### config.mk
export PLATFORM = sky130hd
export DESIGN_NAME = audio_pwm_stage_flat
export DESIGN_NICKNAME = d
export VERILOG_FILES = /design/src/rtl/audio_pwm_stage_if.sv /design/src/rtl/audio_pwm_stage.sv /design/src/flat_wrapper.sv
export SDC_FILE = /design/constraint.sdc
export NUM_CORES = 1
export LEC_CHECK = 0
export ABC_AREA = 1
export CORE_UTILIZATION = 59
export DETAILED_ROUTE_END_ITERATION = 10
export PLACE_DENSITY_LB_ADDON = 0.25
export SLEW_MARGIN = 20
export SYNTH_ARGS = -nofsm -noshare
export SYNTH_HDL_FRONTEND = slang
export SYNTH_SLANG_ARGS = --single-unit
### constraint.sdc
create_clock -name i_clk -period 8.4 [get_ports i_clk]
set_input_delay 1.68 -clock i_clk [delete_from_list [all_inputs] [get_ports i_clk]]
set_output_delay 1.68 -clock i_clk [all_outputs]
set_load 0.02 [all_outputs]
### src/rtl/audio_pwm_stage_if.sv
// rtl/audio_pwm_stage_if.sv - sample/control/PWM bundle for audio_pwm_stage
//
// Purpose: groups the sample stream, gain controls and PWM/status outputs.
// Signals:
//   sample_ena  one-cycle strobe, new samples valid on audio
//   audio       CHANNELS*SAMPLE_W packed signed samples, channel 0 in LSBs
//   volume      CHANNELS*GAIN_W packed target gains
//   mute        ramp all gains to 0
//   active      stream active; 0 forces outputs low and gains to 0
//   pwm         per-channel PWM outputs
//   period_tick one-cycle pulse at PWM counter wrap
//   busy        multiplier sequencer running
//   overrun     sticky: sample_ena arrived while busy
// Modports: master drives the stream/controls, slave is the stage.
interface audio_pwm_stage_if #(
    parameter int CHANNELS = 2,
    parameter int SAMPLE_W = 16,
    parameter int GAIN_W   = 16
);
    logic                         sample_ena;
    logic [CHANNELS*SAMPLE_W-1:0] audio;
    logic [CHANNELS*GAIN_W-1:0]   volume;
    logic                         mute;
    logic                         active;
    logic [CHANNELS-1:0]          pwm;
    logic                         period_tick;
    logic                         busy;
    logic                         overrun;

    modport master (
        output sample_ena, audio, volume, mute, active,
        input  pwm, period_tick, busy, overrun
    );

    modport slave (
        input  sample_ena, audio, volume, mute, active,
        output pwm, period_tick, busy, overrun
    );
endinterface

### src/rtl/audio_pwm_stage.sv
// rtl/audio_pwm_stage.sv - ramped per-channel gain scaling and PWM output stage
//
// Purpose: scales each channel's sample by a ramped gain using one shared
// sign-magnitude multiplier, then quantises the result to a PWM duty that is
// reloaded once per PWM period.
// Ports:
//   i_clk    system clock
//   i_rst_n  asynchronous active-low reset
//   io_bus   audio_pwm_stage_if.slave (sample stream, controls, PWM, status)
// Optional feature macro: PWM_ERROR_FEEDBACK_EN
//   defined   - first-order error-feedback quantiser (per-channel residual
//               accumulator, duty saturates at all-ones)
//   undefined - plain truncation of the offset-binary result
module audio_pwm_stage #(
    parameter int                CHANNELS  = 2,
    parameter int                SAMPLE_W  = 16,
    parameter int                GAIN_W    = 16,
    parameter int                PWM_W     = 7,
    parameter logic [GAIN_W-1:0] RAMP_STEP = 16'h0400
) (
    input  logic              i_clk,
    input  logic              i_rst_n,
    audio_pwm_stage_if.slave  io_bus
);
    localparam int PROD_W = SAMPLE_W + GAIN_W;
    localparam int MAG_W  = SAMPLE_W + 1;  // holds |-2^(SAMPLE_W-1)| without wrap
    localparam int CH_W   = (CHANNELS > 1) ? $clog2(CHANNELS) : 1;

    typedef enum logic [1:0] {S_IDLE, S_MUL, S_DONE} state_t;

    state_t                    r_state, w_state_nxt;
    logic [CH_W-1:0]           r_ch;
    logic [SAMPLE_W-1:0]       r_audio    [CHANNELS];
    logic [GAIN_W-1:0]         r_gain_cur [CHANNELS];
    logic [PROD_W-1:0]         r_prod;
    logic                      r_prod_neg;
    logic [CH_W-1:0]           r_prod_ch;
    logic                      r_prod_vld;
    logic signed [PROD_W-1:0]  r_scaled   [CHANNELS];
    logic [PWM_W-1:0]          r_duty     [CHANNELS];
    logic [PWM_W-1:0]          r_cnt;
    logic [CHANNELS-1:0]       r_pwm;
    logic                      r_overrun;

    logic                      w_accept;
    logic                      w_last_ch;
    logic                      w_tick;
    logic signed [SAMPLE_W-1:0] w_sample;
    logic [MAG_W-1:0]          w_mag;
    logic [PROD_W-1:0]         w_prod;
    logic [GAIN_W-1:0]         w_gain_nxt [CHANNELS];
    logic [PWM_W-1:0]          w_duty_nxt [CHANNELS];

    assign w_accept  = io_bus.sample_ena && (r_state == S_IDLE);
    assign w_last_ch = (r_ch == CH_W'(CHANNELS - 1));
    assign w_tick    = (r_cnt == {PWM_W{1'b1}});

    // Sign-magnitude multiply: the magnitude is one bit wider than the sample
    // so negative full scale stays exact; the product always fits PROD_W bits.
    assign w_sample = r_audio[r_ch];
    assign w_mag    = w_sample[SAMPLE_W-1] ? MAG_W'(-{w_sample[SAMPLE_W-1], w_sample})
                                           : {1'b0, w_sample};
    assign w_prod   = PROD_W'(w_mag) * PROD_W'(r_gain_cur[r_ch]);

    always_comb begin
        w_state_nxt = r_state;
        case (r_state)
            S_IDLE:  if (io_bus.sample_ena) w_state_nxt = S_MUL;
            S_MUL:   if (w_last_ch) w_state_nxt = S_DONE;
            S_DONE:  w_state_nxt = S_IDLE;
            default: w_state_nxt = S_IDLE;
        endcase
    end

    for (genvar g = 0; g < CHANNELS; g++) begin : g_ch
        logic [GAIN_W-1:0] w_target;
        logic [GAIN_W-1:0] w_diff;
        logic              w_up;

        // Ramp toward the target by at most RAMP_STEP, landing exactly on it.
        assign w_target = (io_bus.mute || !io_bus.active) ? '0
                                                          : io_bus.volume[g*GAIN_W +: GAIN_W];
        assign w_up     = (w_target > r_gain_cur[g]);
        assign w_diff   = w_up ? (w_target - r_gain_cur[g]) : (r_gain_cur[g] - w_target);
        assign w_gain_nxt[g] = (w_diff > RAMP_STEP)
                             ? (w_up ? r_gain_cur[g] + RAMP_STEP : r_gain_cur[g] - RAMP_STEP)
                             : w_target;

`ifdef PWM_ERROR_FEEDBACK_EN
        localparam int RES_W = PROD_W - PWM_W;
        logic [PROD_W-1:0] w_offset;
        logic [PROD_W:0]   w_sum;
        logic [RES_W-1:0]  r_acc;

        // Offset binary, plus the residual left over from the last period.
        assign w_offset      = {~r_scaled[g][PROD_W-1], r_scaled[g][PROD_W-2:0]};
        assign w_sum         = {1'b0, w_offset} + {{(PWM_W+1){1'b0}}, r_acc};
        assign w_duty_nxt[g] = w_sum[PROD_W] ? {PWM_W{1'b1}} : w_sum[PROD_W-1 -: PWM_W];

        always_ff @(posedge i_clk or negedge i_rst_n) begin
            if (!i_rst_n) begin
                r_acc <= '0;
            end else if (w_tick) begin
                r_acc <= w_sum[RES_W-1:0];
            end
        end
`else
        // Offset binary is the scaled value with its sign bit inverted.
        assign w_duty_nxt[g] = {~r_scaled[g][PROD_W-1], r_scaled[g][PROD_W-2 -: PWM_W-1]};
`endif
    end

    always_ff @(posedge i_clk or negedge i_rst_n) begin
        if (!i_rst_n) begin
            r_state    <= S_IDLE;
            r_ch       <= '0;
            r_prod     <= '0;
            r_prod_neg <= 1'b0;
            r_prod_ch  <= '0;
            r_prod_vld <= 1'b0;
            r_cnt      <= '0;
            r_pwm      <= '0;
            r_overrun  <= 1'b0;
            for (int c = 0; c < CHANNELS; c++) begin
                r_audio[c]    <= '0;
                r_gain_cur[c] <= '0;
                r_scaled[c]   <= '0;
                r_duty[c]     <= {1'b1, {(PWM_W-1){1'b0}}};
            end
        end else begin
            r_state <= w_state_nxt;

            if (io_bus.sample_ena && (r_state != S_IDLE)) begin
                r_overrun <= 1'b1;
            end

            if (w_accept) begin
                r_ch <= '0;
                for (int c = 0; c < CHANNELS; c++) begin
                    r_audio[c] <= io_bus.audio[c*SAMPLE_W +: SAMPLE_W];
                end
            end else if (r_state == S_MUL) begin
                r_ch <= r_ch + 1'b1;
            end

            for (int c = 0; c < CHANNELS; c++) begin
                if (!io_bus.active) begin
                    r_gain_cur[c] <= '0;
                end else if (w_accept) begin
                    r_gain_cur[c] <= w_gain_nxt[c];
                end
            end

            // Product stage, then sign reapplied one cycle later.
            r_prod_vld <= (r_state == S_MUL);
            if (r_state == S_MUL) begin
                r_prod     <= w_prod;
                r_prod_neg <= w_sample[SAMPLE_W-1];
                r_prod_ch  <= r_ch;
            end
            if (r_prod_vld) begin
                r_scaled[r_prod_ch] <= r_prod_neg ? PROD_W'(-r_prod) : r_prod;
            end

            // Duty reload on the wrap edge samples r_scaled before any
            // same-cycle update, so a coincident write waits a period.
            r_cnt <= r_cnt + 1'b1;
            for (int c = 0; c < CHANNELS; c++) begin
                if (w_tick) begin
                    r_duty[c] <= w_duty_nxt[c];
                end
                r_pwm[c] <= io_bus.active && (r_cnt < r_duty[c]);
            end
        end
    end

    assign io_bus.pwm         = r_pwm;
    assign io_bus.period_tick = w_tick;
    assign io_bus.busy        = (r_state != S_IDLE);
    assign io_bus.overrun     = r_overrun;
endmodule

### src/flat_wrapper.sv
// flat-port wrapper written by rule: the top's interface ports become plain ports
module audio_pwm_stage_flat 
#(
    parameter int                CHANNELS  = 2,
    parameter int                SAMPLE_W  = 16,
    parameter int                GAIN_W    = 16,
    parameter int                PWM_W     = 7,
    parameter logic [GAIN_W-1:0] RAMP_STEP = 16'h0400
)
  (i_clk, i_rst_n, io_bus_sample_ena, io_bus_audio, io_bus_volume, io_bus_mute, io_bus_active, io_bus_pwm, io_bus_period_tick, io_bus_busy, io_bus_overrun);
  audio_pwm_stage_if #(.CHANNELS(CHANNELS), .SAMPLE_W(SAMPLE_W), .GAIN_W(GAIN_W)) io_bus_i ();
  input  logic i_clk;
  input  logic i_rst_n;
  input wire logic [$bits(io_bus_i.sample_ena)-1:0] io_bus_sample_ena;
  input wire logic [$bits(io_bus_i.audio)-1:0] io_bus_audio;
  input wire logic [$bits(io_bus_i.volume)-1:0] io_bus_volume;
  input wire logic [$bits(io_bus_i.mute)-1:0] io_bus_mute;
  input wire logic [$bits(io_bus_i.active)-1:0] io_bus_active;
  output wire logic [$bits(io_bus_i.pwm)-1:0] io_bus_pwm;
  output wire logic [$bits(io_bus_i.period_tick)-1:0] io_bus_period_tick;
  output wire logic [$bits(io_bus_i.busy)-1:0] io_bus_busy;
  output wire logic [$bits(io_bus_i.overrun)-1:0] io_bus_overrun;
  assign io_bus_i.sample_ena = io_bus_sample_ena;
  assign io_bus_i.audio = io_bus_audio;
  assign io_bus_i.volume = io_bus_volume;
  assign io_bus_i.mute = io_bus_mute;
  assign io_bus_i.active = io_bus_active;
  assign io_bus_pwm = io_bus_i.pwm;
  assign io_bus_period_tick = io_bus_i.period_tick;
  assign io_bus_busy = io_bus_i.busy;
  assign io_bus_overrun = io_bus_i.overrun;
  audio_pwm_stage #(.CHANNELS(CHANNELS), .SAMPLE_W(SAMPLE_W), .GAIN_W(GAIN_W), .PWM_W(PWM_W), .RAMP_STEP(RAMP_STEP)) u_core (.i_clk(i_clk), .i_rst_n(i_rst_n), .io_bus(io_bus_i));
endmodule
==> results.py <==
metrics = {
    "setup_path": {
        "rr_worst_depth": 38,
        "cp_slowest_cell": "fa_1",
        "worst-setup-path-type": "register to register",
        "regToRegStartpoint": "u_core.r_ch$_DFFE_PN0P_",
        "critical_path_required_ps": 8740,
        "cpMostUsedCell": "nand2_1",
        "reg2reg_to": "u_core.r_prod[25]$_DFFE_PN0P_",
        "max_stage_delay_ps": 540,
        "endpoint_kind": "register",
        "arrival_ps": 8300,
        "worstPathMaxFanout": 16,
        "reg2reg_slack_ps": 440,
        "worst_setup_path_start_kind": "register",
    },
    "clock_network": {
        "cts_buffers": 17,
        "htreeDepth": 4,
        "cts.repair.resized": 0,
        "root_buffer": "clkbuf_16",
        "path_clk_slew_ps": 70,
        "cts_tree": "yes",
        "hold_buffers": 0,
        "insertion_delay_ps": 450,
        "post_cts_buffers": 0,
        "clk_path_buf_depth": 2,
        "cts_sinks": 140,
    },
    "floorplanning": {
        "std_cell_rows": 67,
        "initial_utilization": 0.604,
        "coreArea_mm2": 0.0338,
        "ioPinCount": 74,
        "die-width_um": 188,
        "die-height_um": 188,
        "die-area_mm2": 0.0354,
    },
    "logic_synthesis": {
        "synth-seq-area-share": 0.172,
        "yosys_warnings": 0,
        "synthCells": 2957,
        "synth.distinct_cells": 54,
        "async_flop_share": 1.00,
        "synth_edf_count": 0,
        "synth_flop_cell": "dfrtp_1",
        "syn-mean-instance-area_um2": 6.91,
        "ys_ff_latch": 140,
        "syn_area_mm2": 0.0204,
    },
    "grt": {
        "grt.overflow.total": 0,
        "grt_pass1_wl_mm": 93.0,
        "grt_pass1_vias": 18522,
        "track_usage": 0.329,
        "grt_max_degree": 76,
        "antenna_found_initial": 0,
    },
    "finish": {
        "antennaDiodeCount": 0,
        "drive_gt1_frac": 0.0390,
        "final_cell_mix": "981 x nand2_1, 588 x inv_1, 213 x fa_1",
        "final_util": 0.658,
        "mostFrequentLayoutCell": "nand2_1",
        "nets": 3479,
        "fin_cells": 3473,
        "area_growth_pct": 8.93,
    },
    "sta": {
        "tns_ps": 0,
        "whs_ps": 459,
        "skew_ps": 15.6,
        "slew_viol_final": 0,
        "relSlewSlack": 0.315,
        "post-route-period-util": 0.947,
        "worst_pin_slew_ps": 1020,
        "setup_viol": 0,
        "period_needed_ps": 7960,
        "rsz0062_at_grt": "false",
        "fmax_mhz": 126,
        "hold_viol_final": 0,
    },
    "detailed_routing": {
        "routed_wl_mm": 56.0,
        "vias_per_cell": 5.42,
        "drt-wirelength-per-cell_um": 16.1,
        "dr.pass1.iters": 6,
        "vias": 18825,
        "drt_iter0_drc": 1700,
        "drc_errors": 0,
        "postRouteAntennaNets": 0,
    },
    "min_path": {
        "hold_path_depth": 1,
        "worstHoldStart": "u_core.r_scaled[31]$_DFFE_PN0P_",
        "hold_end": "u_core.r_duty[6]$_DFFE_PN1P_",
        "hp-class": "register to register",
    },
    "flow_run": {
        "drv_cap": 0,
    },
    "placed_design": {
        "portBuffers": 73,
        "hpwl_mm": 45.4,
        "placed_cells": 3441,
        "gp_congestion": 0.983,
    },
    "run_status": {
        "status": "complete, no violations",
    },
}
==> state kept, by name, indices dropped and copies added, names as in the netlist <==
name                   count
u_core.r_prod_vld          1
u_core.io_bus.overrun      1
u_core.r_gain_cur         32
u_core.r_scaled           14
u_core.r_prod             32
u_core.r_prod_ch           1
u_core.r_state             2
u_core.io_bus.pwm          2
u_core.r_prod_neg          1
u_core.r_audio            32
u_core.r_duty             14
u_core.r_ch                1
u_core.r_cnt               7
==> worst max-delay path, delay by kind of cell, from the launching register on <==
kind	cells	cell delay (ps)
AOI/OAI and AO/OA	5	930
adders and majority gates	7	3390
DFF	1	430
buffers and inverters	9	1160
and+or+nand+nor	17	1900
==> synth_stat cells (5+ instances only) <==
| cell | count | area (µm²) |
|---|---|---|
| nor2_1 | 213 | 800 |
| a21oi_1 | 74 | 370 |
| nor2_2 | 7 | 43.8 |
| dfrtp_1 | 138 | 3450 |
| xor2_1 | 36 | 315 |
| o21ai_1 | 7 | 35.0 |
| o21ai_0 | 93 | 465 |
| nand2_2 | 8 | 50.1 |
| fa_1 | 213 | 4260 |
| nand2_1 | 981 | 3680 |
| clkinv_1 | 7 | 26.3 |
| nand2_4 | 7 | 78.8 |
| xnor2_1 | 25 | 219 |
| buf_2 | 18 | 90.1 |
| clkbuf_1 | 39 | 146 |
| nand4_1 | 29 | 181 |
| buf_1 | 8 | 30.0 |
| clkbuf_2 | 6 | 30.0 |
| a21o_1 | 5 | 37.5 |
| inv_2 | 9 | 33.8 |
| o21bai_1 | 6 | 45.0 |
| nor3_1 | 17 | 85.1 |
| or2_2 | 13 | 81.3 |
| ha_1 | 185 | 2310 |
| a31oi_1 | 6 | 37.5 |
| nand3_1 | 169 | 846 |
| inv_1 | 589 | 2210 |
==> cells by family after synthesis <==
| family | count (synthesis) | share of synthesized area |
|---|---|---|
| flops | 140 | 0.172 |
| buf+inv | 681 | 0.128 |
| simple gates | 1467 | 0.296 |
| mux | 2 | 0.000980 |
| compound gates | 206 | 0.0545 |
| fa+ha+maj | 398 | 0.322 |
| xor+xnor | 61 | 0.0262 |
| other cells | 2 | 0.000368 |
==> cell type report <==
type,instances,area [µm²]
multi-input combinational,2149,14400
fill,3005,11500
sequential,140,3510
inverter,605,2270
timing repair buffer,99,927
tap,448,561
clock buffer,17,425
clock inverter,15,198
==> per-stage QoR <==
stage          area [µm²]  worst slack, ps
2_1_floorplan       20500             1070
3_3_place_gp        21600              712
3_5_place_dp        21600              518
4_1_cts             22200              495
5_1_grt             22200             38.7
6_report            22200              443
==> worst max path at each step <==
stage / endpoint / from / depth (start not counted) / slack (ps)
after floorplan: u_core.r_prod[25]$_DFFE_PN0P_ / u_core.r_ch$_DFFE_PN0P_ / 35 / 1070
after global placement: u_core.r_prod[25]$_DFFE_PN0P_ / u_core.r_ch$_DFFE_PN0P_ / 33 / 710
after detailed placement: u_core.r_prod[25]$_DFFE_PN0P_ / u_core.r_ch$_DFFE_PN0P_ / 33 / 520
after CTS: u_core.r_prod[25]$_DFFE_PN0P_ / u_core.r_ch$_DFFE_PN0P_ / 33 / 490
after global routing: u_core.r_prod[25]$_DFFE_PN0P_ / u_core.r_ch$_DFFE_PN0P_ / 33 / 40
final: u_core.r_prod[25]$_DFFE_PN0P_ / u_core.r_ch$_DFFE_PN0P_ / 38 / 440
==> routing by layer <==
| layer | wire (µm) | vias up | GRT usage |
|---|---|---|---|
| met5 | 0 | - | 0 |
| met4 | 1510 | 0 | 0.105 |
| met3 | 4630 | 114 | 0.0451 |
| met2 | 25100 | 792 | 0.516 |
| met1 | 24800 | 8918 | 0.471 |
| li1 | - | 9001 | - |
Power is not shown: default switching activity piles up to over one toggle a cycle in this logic, so the estimate is an artifact.
==> RTL edit (config.mk and constraints unchanged) <==
`RAMP_STEP` is set to 16'h0400 in 2 places; all go to 16'h0200.
--- a/src/rtl/audio_pwm_stage.sv
+++ b/src/rtl/audio_pwm_stage.sv
@@ -16,7 +16,7 @@
     parameter int                SAMPLE_W  = 16,
     parameter int                GAIN_W    = 16,
     parameter int                PWM_W     = 7,
-    parameter logic [GAIN_W-1:0] RAMP_STEP = 16'h0400
+    parameter logic [GAIN_W-1:0] RAMP_STEP = 16'h0200
 ) (
     input  logic              i_clk,
     input  logic              i_rst_n,
--- a/src/flat_wrapper.sv
+++ b/src/flat_wrapper.sv
@@ -5,7 +5,7 @@
     parameter int                SAMPLE_W  = 16,
     parameter int                GAIN_W    = 16,
     parameter int                PWM_W     = 7,
-    parameter logic [GAIN_W-1:0] RAMP_STEP = 16'h0400
+    parameter logic [GAIN_W-1:0] RAMP_STEP = 16'h0200
 )
   (i_clk, i_rst_n, io_bus_sample_ena, io_bus_audio, io_bus_volume, io_bus_mute, io_bus_active, io_bus_pwm, io_bus_period_tick, io_bus_busy, io_bus_overrun);
   audio_pwm_stage_if #(.CHANNELS(CHANNELS), .SAMPLE_W(SAMPLE_W), .GAIN_W(GAIN_W)) io_bus_i ();
Behaviour: same outputs for any inputs over 10 cycles, from zero or initial values and one cycle with i_rst_n low; that may be too few to reach the edited logic, so the function may still have changed.
==> RTL edit against the original RTL <==
Design area increased by 1.0%. Synthesized area increased by 1.1%. Setup slack improved by 0.045 ns. Sequential cell count stayed put. Sequential share of layout area shrank 0.16 points. Count of clock-buffer cells in the layout rose by 1. Wire length shrank 2.0%.
Power is not shown: default switching activity piles up to over one toggle a cycle in this logic, so the estimate is an artifact.
==> RTL edit: results <==
metrics = {
    "status": {
        "status": "finished, final reports clean",
    },
    "cts": {
        "cts_setup_buffers": 0,
        "clockRootBuffer": "clkbuf_16",
        "cts.clk_slew.worst_paths_ns": 0.06,
        "htreeDepth": 4,
    },
    "synth": {
        "synth_fa_ha_area_share_pct": 32.0,
        "synth_compound_area_share_pct": 5.39,
        "synthTopCellsByCount": "nand2_1, inv_1, fa_1",
        "yosysWarnings": 0,
        "synth_area_leaders": "fa_1, nand2_1, dfrtp_1",
        "yosys.area_share.xor_xnor_pct": 2.59,
        "synth-async-reset-ratio_pct": 100,
        "synthMuxAreaShare_pct": 0.242,
        "ys_seq_area_share_pct": 17.0,
        "synthDistinctLibCells": 54,
    },
    "timing": {
        "fin_hold_ws_ns": 0.435,
        "skew_ns": 0.0108,
        "tightest_slew_ns": 1.14,
    },
    "setup_path": {
        "crit_fanout": 13,
        "slowest_delay_ns": 0.61,
        "cpMaxStageDelayCell": "a221oi_1",
        "crit_arrival_ns": 8.23,
        "reg2reg_slack_ns": 0.49,
        "reg2reg_depth": 32,
    },
    "final_layout": {
        "top_regs": "u_core.r_audio (32), u_core.r_gain_cur (32), u_core.r_prod (32)",
        "nFillCells": 3137,
        "final_nets": 3486,
        "drive_gt1_share_pct": 5.18,
    },
    "global_route": {
        "first_global_vias": 18509,
        "grt_usage_pct": 31.8,
        "grt_first_pass_wirelength_um": 90200,
        "grt_max_degree": 84,
        "antenna_found_initial": 1,
    },
    "routing": {
        "drt-wirelength-per-cell_um": 15.7,
        "via_per_inst": 5.36,
        "drt-initial-drc-count": 1400,
        "ant_nets": 0,
    },
    "placed_design": {
        "hpwl_um": 45700,
        "place_congestion": 1.01,
        "postPlaceCellArea_mm2": 0.0219,
    },
    "hold_path": {
        "hold_class": "flop to flop",
    },
}
==> RTL edit: cell count changes in the layout (fill, tap and decap cells not counted), moves of 5 or more <==
| cell | before | now |
|---|---|---|
| inv_1 | 588 | 570 |
| nand2_2 | 8 | 21 |
| nor2_1 | 211 | 199 |
| o21ai_0 | 93 | 81 |
| nand4_1 | 29 | 21 |
| or2_2 | 13 | 21 |
| nand3_1 | 169 | 176 |
| a21oi_1 | 74 | 80 |
| clkinv_4 | 0 | 5 |
==> RTL edit: cells by family after synthesis <==
group | count (synthesis)
other cells | 2
fa+ha+maj | 400
simple gates | 1485
compound gates | 199
xor+xnor | 61
flops | 140
mux | 5
buf+inv | 662
==> RTL edit: cell type report <==
class	instances	area share (%)
sequential	140	15.6
timing repair buffer	103	4.26
antenna	1	0.0111
clock buffer	18	1.95
tap	455	2.53
inverter	590	9.87
clock inverter	14	0.674
multi-input combinational	2165	65.1
==> RTL edit: final timing paths <==
path | to
setup / recovery | u_core.r_prod[29]
hold / removal | u_core.r_duty[6]
setup reg to reg | u_core.r_prod[29]
hold reg to reg | u_core.r_duty[6]
max in group asynchronous | u_core.r_prod[16]
min in group asynchronous | u_core.r_cnt[3]
==> RTL edit: metrics by stage <==
stage	setup WS, ns	std cells	util (%)
after floorplan	1.21	2967	-
after global placement	0.712	3453	63.5
after detailed placement	0.553	3453	63.5
after CTS	0.507	3485	65.2
after global routing	0.0351	3485	65.2
final	0.489	3486	65.2
==> RTL edit: layer usage <==
metal | vias up | wire [µm] | track usage, %
met4 | 0 | 2010 | 12.8
met1 | 8779 | 23000 | 42.0
met2 | 748 | 25400 | 51.4
li1 | 9028 | - | -
met3 | 133 | 4420 | 5.97
met5 | - | 0 | 0
